$ cat config.mk
export PLATFORM = sky130hd
export DESIGN_NAME = prog_seq_ctrl
export DESIGN_NICKNAME = d
export VERILOG_FILES = /design/src/rtl/prog_seq_ctrl.sv
export SDC_FILE = /design/constraint.sdc
export NUM_CORES = 1
export LEC_CHECK = 0
export CAP_MARGIN = 20
export CORE_MARGIN = 4
export CORE_UTILIZATION = 40
export CTS_CLUSTER_DIAMETER = 80
export DETAILED_ROUTE_END_ITERATION = 12
export GPL_TIMING_DRIVEN = 0
export PLACE_DENSITY = 0.81
export SETUP_SLACK_MARGIN = 0.05
export SYNTH_ARGS = -nofsm -noshare
export SYNTH_HDL_FRONTEND = slang
export SYNTH_SLANG_ARGS = --single-unit
$ cat constraint.sdc
create_clock -name clk -period 4.19 [get_ports clk]
set_input_delay 1.257 -clock clk [delete_from_list [all_inputs] [get_ports clk]]
set_output_delay 1.257 -clock clk [all_outputs]
set_load 0.02 [all_outputs]
$ cat src/rtl/prog_seq_ctrl.sv
// rtl/prog_seq_ctrl.sv - program sequencer control FSM (run/wait/halt/abort, retired-instruction count)
module prog_seq_ctrl #(
    parameter int WAIT_W = 16,
    parameter int CNT_W  = 32
) (
    input  logic              clk,
    input  logic              reset,
    input  logic              i_host_start,
    input  logic              i_host_abort,
    input  logic [63:0]       i_pc,
    input  logic [63:0]       i_end_addr,
    input  logic              i_dec_valid,
    input  logic              i_dec_branch,
    input  logic              i_dec_taken,
    input  logic              i_dec_wait,
    input  logic [WAIT_W-1:0] i_dec_wait_cnt,
    input  logic              i_dec_halt,
    output logic              o_start_sig,
    output logic              o_sel_pc,
    output logic              o_end_sig,
    output logic              o_busy,
    output logic              o_done,
    output logic [CNT_W-1:0]  o_instr_cnt,
    output logic [1:0]        o_state
);

    typedef enum logic [1:0] {
        S_IDLE = 2'd0,
        S_RUN  = 2'd1,
        S_WAIT = 2'd2,
        S_DONE = 2'd3
    } state_t;

    state_t            r_state;
    state_t            w_state_nxt;
    logic [WAIT_W-1:0] r_stall_cnt;
    logic [WAIT_W-1:0] w_stall_nxt;
    logic [CNT_W-1:0]  r_instr_cnt;
    logic              r_done;
    logic              w_retire;
    logic              w_clr_cnt;

    always_ff @(posedge clk) begin
        if (reset) begin
            r_state     <= S_IDLE;
            r_stall_cnt <= '0;
            r_instr_cnt <= '0;
            r_done      <= 1'b0;
        end else begin
            r_state     <= w_state_nxt;
            r_stall_cnt <= w_stall_nxt;
            r_done      <= (w_state_nxt == S_DONE);
            if (w_clr_cnt)
                r_instr_cnt <= '0;
            else if (w_retire && (r_instr_cnt != {CNT_W{1'b1}}))
                r_instr_cnt <= r_instr_cnt + 1'b1;
        end
    end

    always_comb begin
        w_state_nxt = r_state;
        w_stall_nxt = r_stall_cnt;
        w_retire    = 1'b0;
        w_clr_cnt   = 1'b0;
        o_start_sig = 1'b0;
        o_sel_pc    = 1'b0;
        o_end_sig   = 1'b1;
        o_busy      = 1'b0;
        case (r_state)
            S_IDLE: begin
                if (i_host_start && !i_host_abort) begin
                    w_state_nxt = S_RUN;
                    w_clr_cnt   = 1'b1;
                end
            end
            S_RUN: begin
                o_busy = 1'b1;
                if (i_host_abort) begin
                    w_state_nxt = S_IDLE;
                end else if ((i_dec_valid && i_dec_halt) || (i_pc == i_end_addr)) begin
                    w_state_nxt = S_DONE;
                end else if (i_dec_valid) begin
                    w_retire    = 1'b1;
                    o_start_sig = 1'b1;
                    o_end_sig   = 1'b0;
                    o_sel_pc    = i_dec_branch & i_dec_taken;
                    if (i_dec_wait && (i_dec_wait_cnt != '0)) begin
                        w_stall_nxt = i_dec_wait_cnt;
                        w_state_nxt = S_WAIT;
                    end
                end else begin
                    // Decoder bubble: neither advance nor hold-request.
                    o_end_sig = 1'b0;
                end
            end
            S_WAIT: begin
                o_busy = 1'b1;
                if (i_host_abort) begin
                    w_state_nxt = S_IDLE;
                    w_stall_nxt = '0;
                end else begin
                    w_stall_nxt = r_stall_cnt - 1'b1;
                    if (r_stall_cnt <= 1)
                        w_state_nxt = S_RUN;
                end
            end
            S_DONE: begin
                w_state_nxt = S_IDLE;
            end
            default: w_state_nxt = S_IDLE;
        endcase
    end

    assign o_done      = r_done;
    assign o_instr_cnt = r_instr_cnt;
    assign o_state     = r_state;

endmodule

==> run summary <==
Post-DP Area = 5680 um^2
Seq cells post-synth = 51
drt first-iter violations = 220
CP cell instances = dlygate4sd2_1 > xnor2_1 > nand4_1 > nor4_1 > nand4_1 > clkbuf_8 > and2_4 > and3_4 > buf_6
type of origin of the critical path = primary input
dpl hpwl = 11010 um
# port buffers = 191
synth cell count leaders = 67 x xnor2_1, 51 x dfxtp_1, 43 x a21oi_1, 35 x nor2_1, 33 x nand2_1
grt total ovfl = 0
wire per inst = 17.23 um
Sequential Power Share = 45.3%
clock slew at reported path FFs = 100 ps
final setup vio count = 0
Mapped Area = 3633 um^2
Logic pwr share = 25.8%
RSZ-0062 raised after global routing = yes
Die Ht = 103.3 um
chip width = 103.3 um
DR vias = 4263
clk_lat worst skew = 310 ps
PnR worst setup slack = 76.17 ps
H-Tree Depth = 2
nature of the critical path endpoint = primary output
drt total wl = 13220 um
gpl congestion = 0.9214
post-route ant nets = 0
CTS sink count = 51
1st-pass router iterations = 7
final count of pins violating max slew = 0
WS Path Type = in -> out
Net Sw Power = 0.3002 mW
Layout area overhead = 55.13%
final std cells w/o fill = 767
fmax = 243.1 MHz
number of synthesized flops with an enable pin = 0
core box area = 8763 um^2
Worst path most repeated cell = nand4_1
status = complete, no violations
fin crit share = 98.18%
synthesized net count = 618
post-route cell area = 5637 um^2
worst-path fanout max = 2
minimum clock period after layout = 4114 ps
sw frac = 27.70%
P_leak = 2.094 nW
Post-Syn Instances = 458
# diodes = 0
Util after Layout = 64.32%
Worst EP required = 2930 ps
synthesized area per cell = 7.933 um^2
ys async rst share = 0%
Hold Crit Class = reg -> reg
area of the multi-input gates = 2613 um^2
relative slew slack = 58.24%
vias in the first global route = 4198
CTS tree = done
Top Ports = 192
layout cells sized above 1 = 18.51%
global-route wire length before repair = 20710 um
placed insts = 757
sequential area share after synthesis = 28.10%
worst IR drop on VDD = 0.1108 mV
All-Layer GR Usage = 24.71%
initial antenna violation count = 1
CP max-delay cell = nor4_1
distinct cell type count after synthesis = 53
Tightest Pin Transition = 621.2 ps
Worst EP arrival = 2860 ps
share of the synthesized area in the top cell type = 28.10%
fin nets = 818
Fill cells = 799
setup slack at placement = -1111 ps
slowest cell delay on critical path = 280 ps
MaxCap Viol Count = 0
CTS buffer count = 5
Clk pwr share = 28.9%
clk buf depth = 2
largest area contributor in the netlist = dfxtp_1
CTS root buf = clkbuf_8
Power Density = 192.3 nW/um^2
pin count of the biggest net entering global routing = 17
Fin Setup TNS = 0 ps
Ys Warns = 0
Initial Util = 41.46%
top cells by area, synth = dfxtp_1 28%, xnor2_1 16%, a21oi_1 5.9%
most frequent cell after synthesis = xnor2_1
skew final = 10.48 ps
Post-CTS Hold Buffers = 0
Seq. cell area = 1021 um^2
row count = 34
Power Internal = 0.7836 mW
top_reg_cell synth = dfxtp_1
Final Hold Vio Count = 0
Remaining DRCs = 0
full die area = 10670 um^2
vias per inst = 5.558
-- critical path: cells and delay by family --
family,cells,cell delay [ps]
xor+xnor,1,150
buf+inv,3,560
simple gates,5,890
-- sequential cells by signal, summed over array words and instances, names as in the netlist --
name	flops
o_done	1
o_instr_cnt	32
o_state	2
r_stall_cnt	16
-- logic make-up (layout without fill, tap and decap cells) --
group / Yosys count / after routing / synth area share [%]
compound gates: 101 / 101 / 16.70
xor+xnor: 73 / 73 / 17.60
fa+ha+maj: 7 / 7 / 2.410
buf+inv: 29 / 230 / 3.546
flops: 51 / 51 / 28.10
mux: 6 / 6 / 1.653
simple gates: 191 / 191 / 29.99
-- final cells by class --
| cell class | instances | share of cell area, % |
|---|---|---|
| timing repair buffer | 193 | 28.92 |
| clock buffer | 6 | 1.465 |
| tap | 108 | 2.397 |
| sequential | 51 | 18.11 |
| clock inverter | 2 | 0.2886 |
| inverter | 12 | 0.7991 |
| buffer | 17 | 1.665 |
| multi-input combinational | 378 | 46.35 |
-- final timing paths --
path | to | start | depth (start not counted) | slack (ps)
worst max-delay path | o_sel_pc | i_end_addr[7] | 9 | 80
worst min-delay path | r_stall_cnt[13] | r_stall_cnt[13] | 2 | 480
worst max register to register | o_instr_cnt[1] | o_instr_cnt[14] | 9 | 1630
worst min register to register | r_stall_cnt[13] | r_stall_cnt[13] | 2 | 480
-- through the flow --
step	total power [mW]	hold slack [ps]
2_1_floorplan	0.6190	443.6
3_3_place_gp	0.8019	462.5
3_5_place_dp	0.8094	471.7
4_1_cts	1.084	487.2
5_1_grt	1.127	513.1
6_report	1.084	480.7
-- power groups by stage --
stage / Sequential (mW) / Clock, mW / Combinational [mW]
CTS: 0.491 / 0.317 / 0.276
detailed placement: 0.502 / 0 / 0.307
global placement: 0.502 / 0 / 0.300
floorplan: 0.503 / 0 / 0.116
global route: 0.491 / 0.335 / 0.301
finish: 0.491 / 0.313 / 0.280
-- layer usage --
metal	vias to the layer above	GRT usage [%]	wire length, um	part of all wire (%)
met3	19	4.427	942	7.1
met1	2016	31.20	5453	41
met5	-	0	12	0.091
met2	162	44.35	6626	50
li1	2064	-	-	-
met4	2	4.482	183	1.4
-- layout by cell type (no fill, tap or decap), types with 9 or more instances in the layout --
cell and n:
clkdlybuf4s50_1 60, buf_2 32, dfxtp_1 51, o21ai_0 21
clkbuf_1 11, xnor2_1 54, inv_1 11, clkdlybuf4s15_1 48
nand4_1 26, a21oi_1 43, nand2_1 33, nor2_1 35
xnor2_2 13, or3_1 13, o31ai_1 9, dlygate4sd2_1 15
clkbuf_2 27, or4_1 14, nand3_1 13
-- what timing repair did --
item                                    CTS  global route
gates resized for setup                 311            65
endpoints found under the setup margin    3             3
hold endpoints to repair                  0             0
buffers inserted                          2             0
pin swaps                                80            38
Note: power is estimated with default switching activity, not from simulation.
